[src/rtl/gpio_sched_pkg.sv]
// Shared types for gpio_sched: FSM states, status codes, queue entry and wrap-safe due test.
// Pure declarations, no logic or latency of its own.
package gpio_sched_pkg;

   typedef enum logic [2:0] {
      S_IDLE,
      S_CFG_VAL,
      S_CFG_DEF,
      S_CFG_DUR,
      S_SCH_TIME,
      S_SCH_VAL,
      S_SET_VAL
   } state_t;

   localparam logic [31:0] ST_OK       = 32'd0;
   localparam logic [31:0] ST_FULL     = 32'd1;
   localparam logic [31:0] ST_SHUTDOWN = 32'd2;
   localparam logic [31:0] ST_BADCH    = 32'd3;

   typedef struct packed {
      logic [31:0] tstamp;
      logic        value;
   } entry_t;

   // Due or late: the signed distance from t to systime is non-negative.
   function automatic logic time_due(input logic [31:0] systime, input logic [31:0] t);
      logic [31:0] diff;
      diff = systime - t;
      return ~diff[31];
   endfunction

endpackage

[src/rtl/gpio_sched_queue.sv]
// One channel: DEPTH-entry timed event FIFO, head fire test, duration timeout, default/max_duration.
// fire/expire are combinational from registered state; a full queue refuses pushes unless the head pops.
module gpio_sched_queue
   import gpio_sched_pkg::*;
#(
   parameter int DEPTH = 4
) (
   input  logic        clk_i,
   input  logic        rst_i,
   input  logic [31:0] systime_i,
   input  logic        push_i,
   input  entry_t      push_entry_i,
   input  logic        flush_i,
   input  logic        shutdown_i,
   input  logic        def_wr_i,
   input  logic        def_value_i,
   input  logic        maxdur_wr_i,
   input  logic [31:0] maxdur_i,
   output logic        fire_o,
   output logic        fire_value_o,
   output logic        expire_o,
   output logic        full_o,
   output logic        default_value_o
);

   localparam int AW = $clog2(DEPTH);
   localparam logic [AW:0] PTR_ONE = {{AW{1'b0}}, 1'b1};

   entry_t      mem_q [DEPTH];
   logic [AW:0] wr_ptr_q, wr_ptr_d, rd_ptr_q, rd_ptr_d;
   logic [31:0] dur_q, dur_d, maxdur_q;
   logic        def_q;
   logic        empty, pop, push_ok;
   entry_t      head;

   // Extra wrap bit distinguishes full from empty, so all DEPTH slots are usable.
   assign empty   = (wr_ptr_q == rd_ptr_q);
   assign full_o  = (wr_ptr_q[AW] != rd_ptr_q[AW]) && (wr_ptr_q[AW-1:0] == rd_ptr_q[AW-1:0]);
   assign head    = mem_q[rd_ptr_q[AW-1:0]];
   assign pop     = !empty && !shutdown_i && time_due(systime_i, head.tstamp);
   assign push_ok = push_i && !flush_i && !shutdown_i && (!full_o || pop);

   assign fire_o          = pop;
   assign fire_value_o    = head.value;
   assign expire_o        = !shutdown_i && !pop && (dur_q == 32'd1);
   assign default_value_o = def_q;

   always_comb begin
      wr_ptr_d = wr_ptr_q;
      rd_ptr_d = rd_ptr_q;
      if (flush_i || shutdown_i) begin
         rd_ptr_d = wr_ptr_q;
      end else begin
         if (pop)     rd_ptr_d = rd_ptr_q + PTR_ONE;
         if (push_ok) wr_ptr_d = wr_ptr_q + PTR_ONE;
      end
   end

   always_comb begin
      dur_d = dur_q;
      if (shutdown_i)        dur_d = '0;
      else if (pop)          dur_d = maxdur_q;
      else if (dur_q != '0)  dur_d = dur_q - 32'd1;
   end

   always_ff @(posedge clk_i) begin
      if (rst_i) begin
         wr_ptr_q <= '0;
         rd_ptr_q <= '0;
         dur_q    <= '0;
         maxdur_q <= '0;
         def_q    <= 1'b0;
      end else begin
         wr_ptr_q <= wr_ptr_d;
         rd_ptr_q <= rd_ptr_d;
         dur_q    <= dur_d;
         if (maxdur_wr_i) maxdur_q <= maxdur_i;
         if (def_wr_i)    def_q    <= def_value_i;
      end
   end

   always_ff @(posedge clk_i) begin
      if (push_ok) mem_q[wr_ptr_q[AW-1:0]] <= push_entry_i;
   end

endmodule

[src/rtl/gpio_sched.sv]
// Command-driven digital-out scheduler: NGPIO channels, each with a timed event queue.
// One argument per clock; cmd_done/param_write are registered and pulse the cycle after the last argument.
module gpio_sched
   import gpio_sched_pkg::*;
#(
   parameter int                  NGPIO                    = 9,
   parameter int                  DEPTH                    = 4,
   parameter int                  CMD_BITS                 = 8,
   parameter logic [CMD_BITS-1:0] CMD_SET_DIGITAL_OUT      = CMD_BITS'(1),
   parameter logic [CMD_BITS-1:0] CMD_CONFIG_DIGITAL_OUT   = CMD_BITS'(2),
   parameter logic [CMD_BITS-1:0] CMD_SCHEDULE_DIGITAL_OUT = CMD_BITS'(3),
   parameter logic [CMD_BITS-1:0] CMD_UPDATE_DIGITAL_OUT   = CMD_BITS'(4),
   parameter logic [CMD_BITS-1:0] CMD_FLUSH_DIGITAL_OUT    = CMD_BITS'(5),
   parameter logic                RESET_LEVEL              = 1'b1
) (
   input  logic                clk,
   input  logic                rst,
   input  logic [31:0]         systime,
   input  logic [31:0]         arg_data,
   output logic                arg_advance,
   input  logic [CMD_BITS-1:0] cmd,
   input  logic                cmd_ready,
   output logic                cmd_done,
   output logic [31:0]         param_data,
   output logic                param_write,
   output logic [NGPIO-1:0]    gpio,
   output logic [NGPIO-1:0]    overflow,
   input  logic                shutdown
);

   localparam int CHW = (NGPIO > 1) ? $clog2(NGPIO) : 1;

   state_t           state_q, state_d;
   logic [CHW-1:0]   ch_q, ch_d;
   logic [31:0]      time_q, time_d;
   logic             cmd_done_q, done_d;
   logic             param_write_q, pw_d;
   logic [31:0]      param_data_q, pdata_d;
   logic [NGPIO-1:0] gpio_q, gpio_d, overflow_q;

   logic             gpio_wr, def_wr, dur_wr, cfg_flush, cmd_flush, push_en, ovf_set;
   logic [NGPIO-1:0] ch_sel, arg_sel;
   logic [NGPIO-1:0] fire_vec, fire_val_vec, expire_vec, full_vec, def_vec;

   assign arg_advance = 1'b1;
   assign cmd_done    = cmd_done_q;
   assign param_write = param_write_q;
   assign param_data  = param_data_q;
   assign gpio        = gpio_q;
   assign overflow    = overflow_q;

   // Out-of-range channel indices select nothing, so their writes vanish.
   always_comb begin
      ch_sel  = '0;
      arg_sel = '0;
      for (int i = 0; i < NGPIO; i++) begin
         ch_sel[i]  = (ch_q == CHW'(i));
         arg_sel[i] = (arg_data[CHW-1:0] == CHW'(i));
      end
   end

   always_comb begin
      state_d   = state_q;
      ch_d      = ch_q;
      time_d    = time_q;
      done_d    = 1'b0;
      pw_d      = 1'b0;
      pdata_d   = param_data_q;
      gpio_wr   = 1'b0;
      def_wr    = 1'b0;
      dur_wr    = 1'b0;
      cfg_flush = 1'b0;
      cmd_flush = 1'b0;
      push_en   = 1'b0;
      ovf_set   = 1'b0;
      case (state_q)
         S_IDLE: begin
            if (cmd_ready) begin
               ch_d = arg_data[CHW-1:0];
               if (cmd == CMD_CONFIG_DIGITAL_OUT) begin
                  state_d = S_CFG_VAL;
               end else if (cmd == CMD_SCHEDULE_DIGITAL_OUT) begin
                  state_d = S_SCH_TIME;
               end else if (cmd == CMD_SET_DIGITAL_OUT || cmd == CMD_UPDATE_DIGITAL_OUT) begin
                  state_d = S_SET_VAL;
               end else begin
                  done_d    = 1'b1;
                  cmd_flush = (cmd == CMD_FLUSH_DIGITAL_OUT);
               end
            end
         end
         S_CFG_VAL: begin
            gpio_wr = 1'b1;
            state_d = S_CFG_DEF;
         end
         S_CFG_DEF: begin
            def_wr  = 1'b1;
            state_d = S_CFG_DUR;
         end
         S_CFG_DUR: begin
            dur_wr    = 1'b1;
            cfg_flush = 1'b1;
            done_d    = 1'b1;
            state_d   = S_IDLE;
         end
         S_SCH_TIME: begin
            time_d  = arg_data;
            state_d = S_SCH_VAL;
         end
         S_SCH_VAL: begin
            done_d  = 1'b1;
            pw_d    = 1'b1;
            state_d = S_IDLE;
            if (ch_sel == '0) begin
               pdata_d = ST_BADCH;
            end else if (shutdown) begin
               pdata_d = ST_SHUTDOWN;
            end else if (|(full_vec & ~fire_vec & ch_sel)) begin
               pdata_d = ST_FULL;
               ovf_set = 1'b1;
            end else begin
               pdata_d = ST_OK;
               push_en = 1'b1;
            end
         end
         S_SET_VAL: begin
            gpio_wr = 1'b1;
            done_d  = 1'b1;
            state_d = S_IDLE;
         end
         default: state_d = S_IDLE;
      endcase
   end

   for (genvar g = 0; g < NGPIO; g++) begin : g_ch
      gpio_sched_queue #(.DEPTH(DEPTH)) u_queue (
         .clk_i           (clk),
         .rst_i           (rst),
         .systime_i       (systime),
         .push_i          (push_en && ch_sel[g]),
         .push_entry_i    ({time_q, arg_data[0]}),
         .flush_i         ((cfg_flush && ch_sel[g]) || (cmd_flush && arg_sel[g])),
         .shutdown_i      (shutdown),
         .def_wr_i        (def_wr && ch_sel[g]),
         .def_value_i     (arg_data[0]),
         .maxdur_wr_i     (dur_wr && ch_sel[g]),
         .maxdur_i        (arg_data),
         .fire_o          (fire_vec[g]),
         .fire_value_o    (fire_val_vec[g]),
         .expire_o        (expire_vec[g]),
         .full_o          (full_vec[g]),
         .default_value_o (def_vec[g])
      );
   end

   // Per-pin priority: shutdown, then fire, then timeout, then host write.
   always_comb begin
      gpio_d = gpio_q;
      for (int i = 0; i < NGPIO; i++) begin
         if (shutdown)                  gpio_d[i] = def_vec[i];
         else if (fire_vec[i])          gpio_d[i] = fire_val_vec[i];
         else if (expire_vec[i])        gpio_d[i] = def_vec[i];
         else if (gpio_wr && ch_sel[i]) gpio_d[i] = arg_data[0];
      end
   end

   always_ff @(posedge clk) begin
      if (rst) begin
         state_q       <= S_IDLE;
         ch_q          <= '0;
         time_q        <= '0;
         cmd_done_q    <= 1'b0;
         param_write_q <= 1'b0;
         param_data_q  <= '0;
         gpio_q        <= {NGPIO{RESET_LEVEL}};
         overflow_q    <= '0;
      end else begin
         state_q       <= state_d;
         ch_q          <= ch_d;
         time_q        <= time_d;
         cmd_done_q    <= done_d;
         param_write_q <= pw_d;
         param_data_q  <= pdata_d;
         gpio_q        <= gpio_d;
         overflow_q    <= overflow_q | (ovf_set ? ch_sel : '0);
      end
   end

endmodule
[config.mk]
export PLATFORM = sky130hd
export DESIGN_NAME = gpio_sched
export DESIGN_NICKNAME = d
export VERILOG_FILES = /design/src/rtl/gpio_sched_pkg.sv /design/src/rtl/gpio_sched_queue.sv /design/src/rtl/gpio_sched.sv
export SDC_FILE = /design/constraint.sdc
export NUM_CORES = 2
export LEC_CHECK = 0
export BUFFER_PORTS_ARGS = -buffer_cell sky130_fd_sc_hd__buf_2
export CORE_MARGIN = 2
export CORE_UTILIZATION = 35
export DETAILED_ROUTE_END_ITERATION = 12
export PLACE_DENSITY_LB_ADDON = 0.3
export SLEW_MARGIN = 20
export SYNTH_ARGS = -nofsm -noshare
export SYNTH_HDL_FRONTEND = slang
export SYNTH_SLANG_ARGS = --single-unit
[constraint.sdc]
create_clock -name clk -period 9.4 [get_ports clk]
set_input_delay 0.94 -clock clk [delete_from_list [all_inputs] [get_ports clk]]
set_output_delay 0.94 -clock clk [all_outputs]
set_load 0.02 [all_outputs]
==> results.cfg <==
[finish]
areaGrowthSynthToFinish_pct = 13.37
fillers = 21941
drive_above_1_share = 0.1331
num-nets-final = 7185

[timing]
max_freq_mhz = 168.3
post-route-period-util = 0.6320
setup_slack_ns = 3.459
rsz0062_at_grt = no
min_period_ns = 5.941
final_hold_viol_count = 0
relSlewSlack = 0.2328
worstMarginPinSlew_ns = 1.148
setup_viol_count_final = 0
finalSetupTns_ns = 0
skew_ns = 0.07678
maxSlewViolCount = 0

[power]
peakVddDrop_mv = 0.2111
power_mw = 25.22
power.density_nw_per_um2 = 270.2
power_leakage_nw = 33.07

[place]
place_ws_ns = 3.380
portBuffers = 97
place.gp.congestion = 0.8315
place_hpwl_mm = 146.3

[global_routing]
grt_antenna_before_repair = 14
grt.overflow.total = 0
grt_pass1_vias = 52183
grt_usage = 0.1991
grt_max_degree = 194
grt_pass1_wl_mm = 351.6

[floorplanning]
initial_utilization = 0.3511
rows = 178
die_area_sq_um = 239100
pin_count = 129
die_w_um = 489
coreArea_sq_um = 234500
chipHeight_um = 489

[drt]
wl_met3_mm = 14.04
route.detailed.drc = 0
dr.pass1.iters = 6
highest_layer = met5
met1_length_mm = 101.7
postRouteAntennaNets = 0
totalWireLength_mm = 241.1
viasPerCell = 5.314
drt_iter0_markers = 4711
wire_per_inst_um = 23.87
route.met2.wl_mm = 115.0
vias = 53666

[synthesis]
netlist_top_cells_area = edfxtp_1 (43%), dfxtp_1 (17%), mux4_2 (8.1%)
synth-main-ff-cell = edfxtp_1
yosysSeqAreaShare = 0.6079
syn_inst = 6688
synth_enable_flop_cells = 1188
ys_seq_elements = 1906
syn_area_per_cell_sq_um = 12.31
yosysUniqueCellTypes = 86
synth_top_area_share = 0.4333
syn_area_sq_um = 82330
yosys_warnings = 0
yosysMostFrequentCell = edfxtp_1
synth_largest_area_cell = edfxtp_1
synthArstFlopShare = 0
synth_common_cells = edfxtp_1 (1188), nand2_1 (963), dfxtp_1 (718)

[job]
cap_violations = 0

[clock_tree]
tritoncts = yes
cts_max_level = 4
cts_num_sinks = 1906
clk_pin_slew_ns = 0.06
cts_resized = 0
clock_tree.root_cell = clkbuf_16
hold_buffers = 0
worstSkewPairLatency_ns = 0.86
cts_buffers = 197
cts_buffer_depth = 3
post_cts_buffers = 0

[worst_setup_path]
worstPathMaxFanout = 33
worstRegToRegCells = 12
critPathArrivalTime_ns = 6.41
endpoint_kind = register
cp.required_ns = 9.87
start_kind = register
path_class = reg2reg

[outcome]
status = finished, final reports clean

[min_path]
holdPathStages = 3
hp-class = in2reg
-- registers in the layout, summed over array words and instances (netlist names), 4 cells and up, named ones only --
signal / count
g_ch.u_queue.mem_q: 1188
g_ch.u_queue.default_value_o: 9
g_ch.u_queue.rd_ptr_q: 27
time_q: 32
overflow: 9
g_ch.u_queue.maxdur_q: 288
g_ch.u_queue.wr_ptr_q: 27
gpio: 9
g_ch.u_queue.dur_q: 288
ch_q: 4
-- metal layers --
layer | up-vias | global-route usage
met3 | 405 | 0.02985
met4 | 6 | 0.08148
li1 | 24478 | -
met5 | - | 0
met2 | 1593 | 0.3322
met1 | 27184 | 0.2587
-- layout make-up --
class | instances | area (sq um) | area share
diodes | 7 | 17.52 | 0.0001877
clock buffers | 258 | 5331 | 0.05712
clock inverters | 108 | 1421 | 0.01523
inverters | 341 | 1280 | 0.01371
multi-input cells | 4104 | 29790 | 0.3192
flip-flops and latches | 1906 | 50070 | 0.5364
well taps | 3150 | 3941 | 0.04223
repair buffers | 225 | 1484 | 0.01590
-- through the flow --
stage | instances | instance area, sq um | util | hold slack, ns
global route | 10096 | 93330 | 0.3980 | 0.4152
detailed placement | 9725 | 86550 | 0.3690 | 0.4447
global placement | 9721 | 86490 | 0.3688 | 0.4374
CTS | 10091 | 93300 | 0.3978 | 0.3541
floorplan | 6717 | 82440 | - | 0.4321
finish | 10099 | 93340 | 0.3980 | 0.4125
-- cells in the final DEF (no fill, tap or decap), drive strengths merged, types with 181 or more instances in the layout --
cell type,synthesis,layout
mux4,295,295
edfxtp,1188,1188
buf,81,225
inv,340,347
a211oi,208,208
ha,333,333
dfxtp,718,718
xnor2,181,181
nor2,450,450
clkbuf,285,258
nand2,964,964
a21oi,570,570
-- final timing paths --
kind,slack [ns],from,end
worst max register to register,3.46,register,g_ch[6].u_queue.mem_q[1][22]$_DFFE_PP_
worst min register to register,0.42,g_ch[7].u_queue.maxdur_q[8]$_SDFFE_PP0P_,g_ch[7].u_queue.dur_q[8]$_SDFFE_PP0P_
worst max-delay path,3.46,register,g_ch[6].u_queue.mem_q[1][22]$_DFFE_PP_
worst min-delay path,0.41,cmd_ready,ch_q[3]$_SDFFE_PP0P_
-- critical path, cell delays in order, from the launching register on --
cell and delay [ns]:
dfxtp_2 0.31, buf_4 0.54, mux4_2 0.59, inv_1 0.08, ha_1 0.16, nand4_1 0.19
nor4_1 0.79, nand3_1 0.20, o22ai_1 0.64, o21ai_0 0.22, a21o_1 0.20, a211oi_1 0.70
and2_2 0.90
-- cells by family after synthesis --
group,count (synthesis),synth area share
AOI/OAI and AO/OA,1043,0.07693
xor gates and xnor gates,297,0.03160
adders and majority gates,334,0.05085
buffers and inverters,707,0.03407
DFF,1906,0.6079
muxes,355,0.08810
other,2,0.00009122
and+or+nand+nor,2044,0.1105
-- report_power, final --
part | total [mW] | switching [mW] | internal [mW]
logic | 6.93 | 4.20 | 2.73
clock network | 8.16 | 3.42 | 4.74
registers | 10.1 | 0.561 | 9.57
Note: power is estimated with default switching activity, not from simulation.
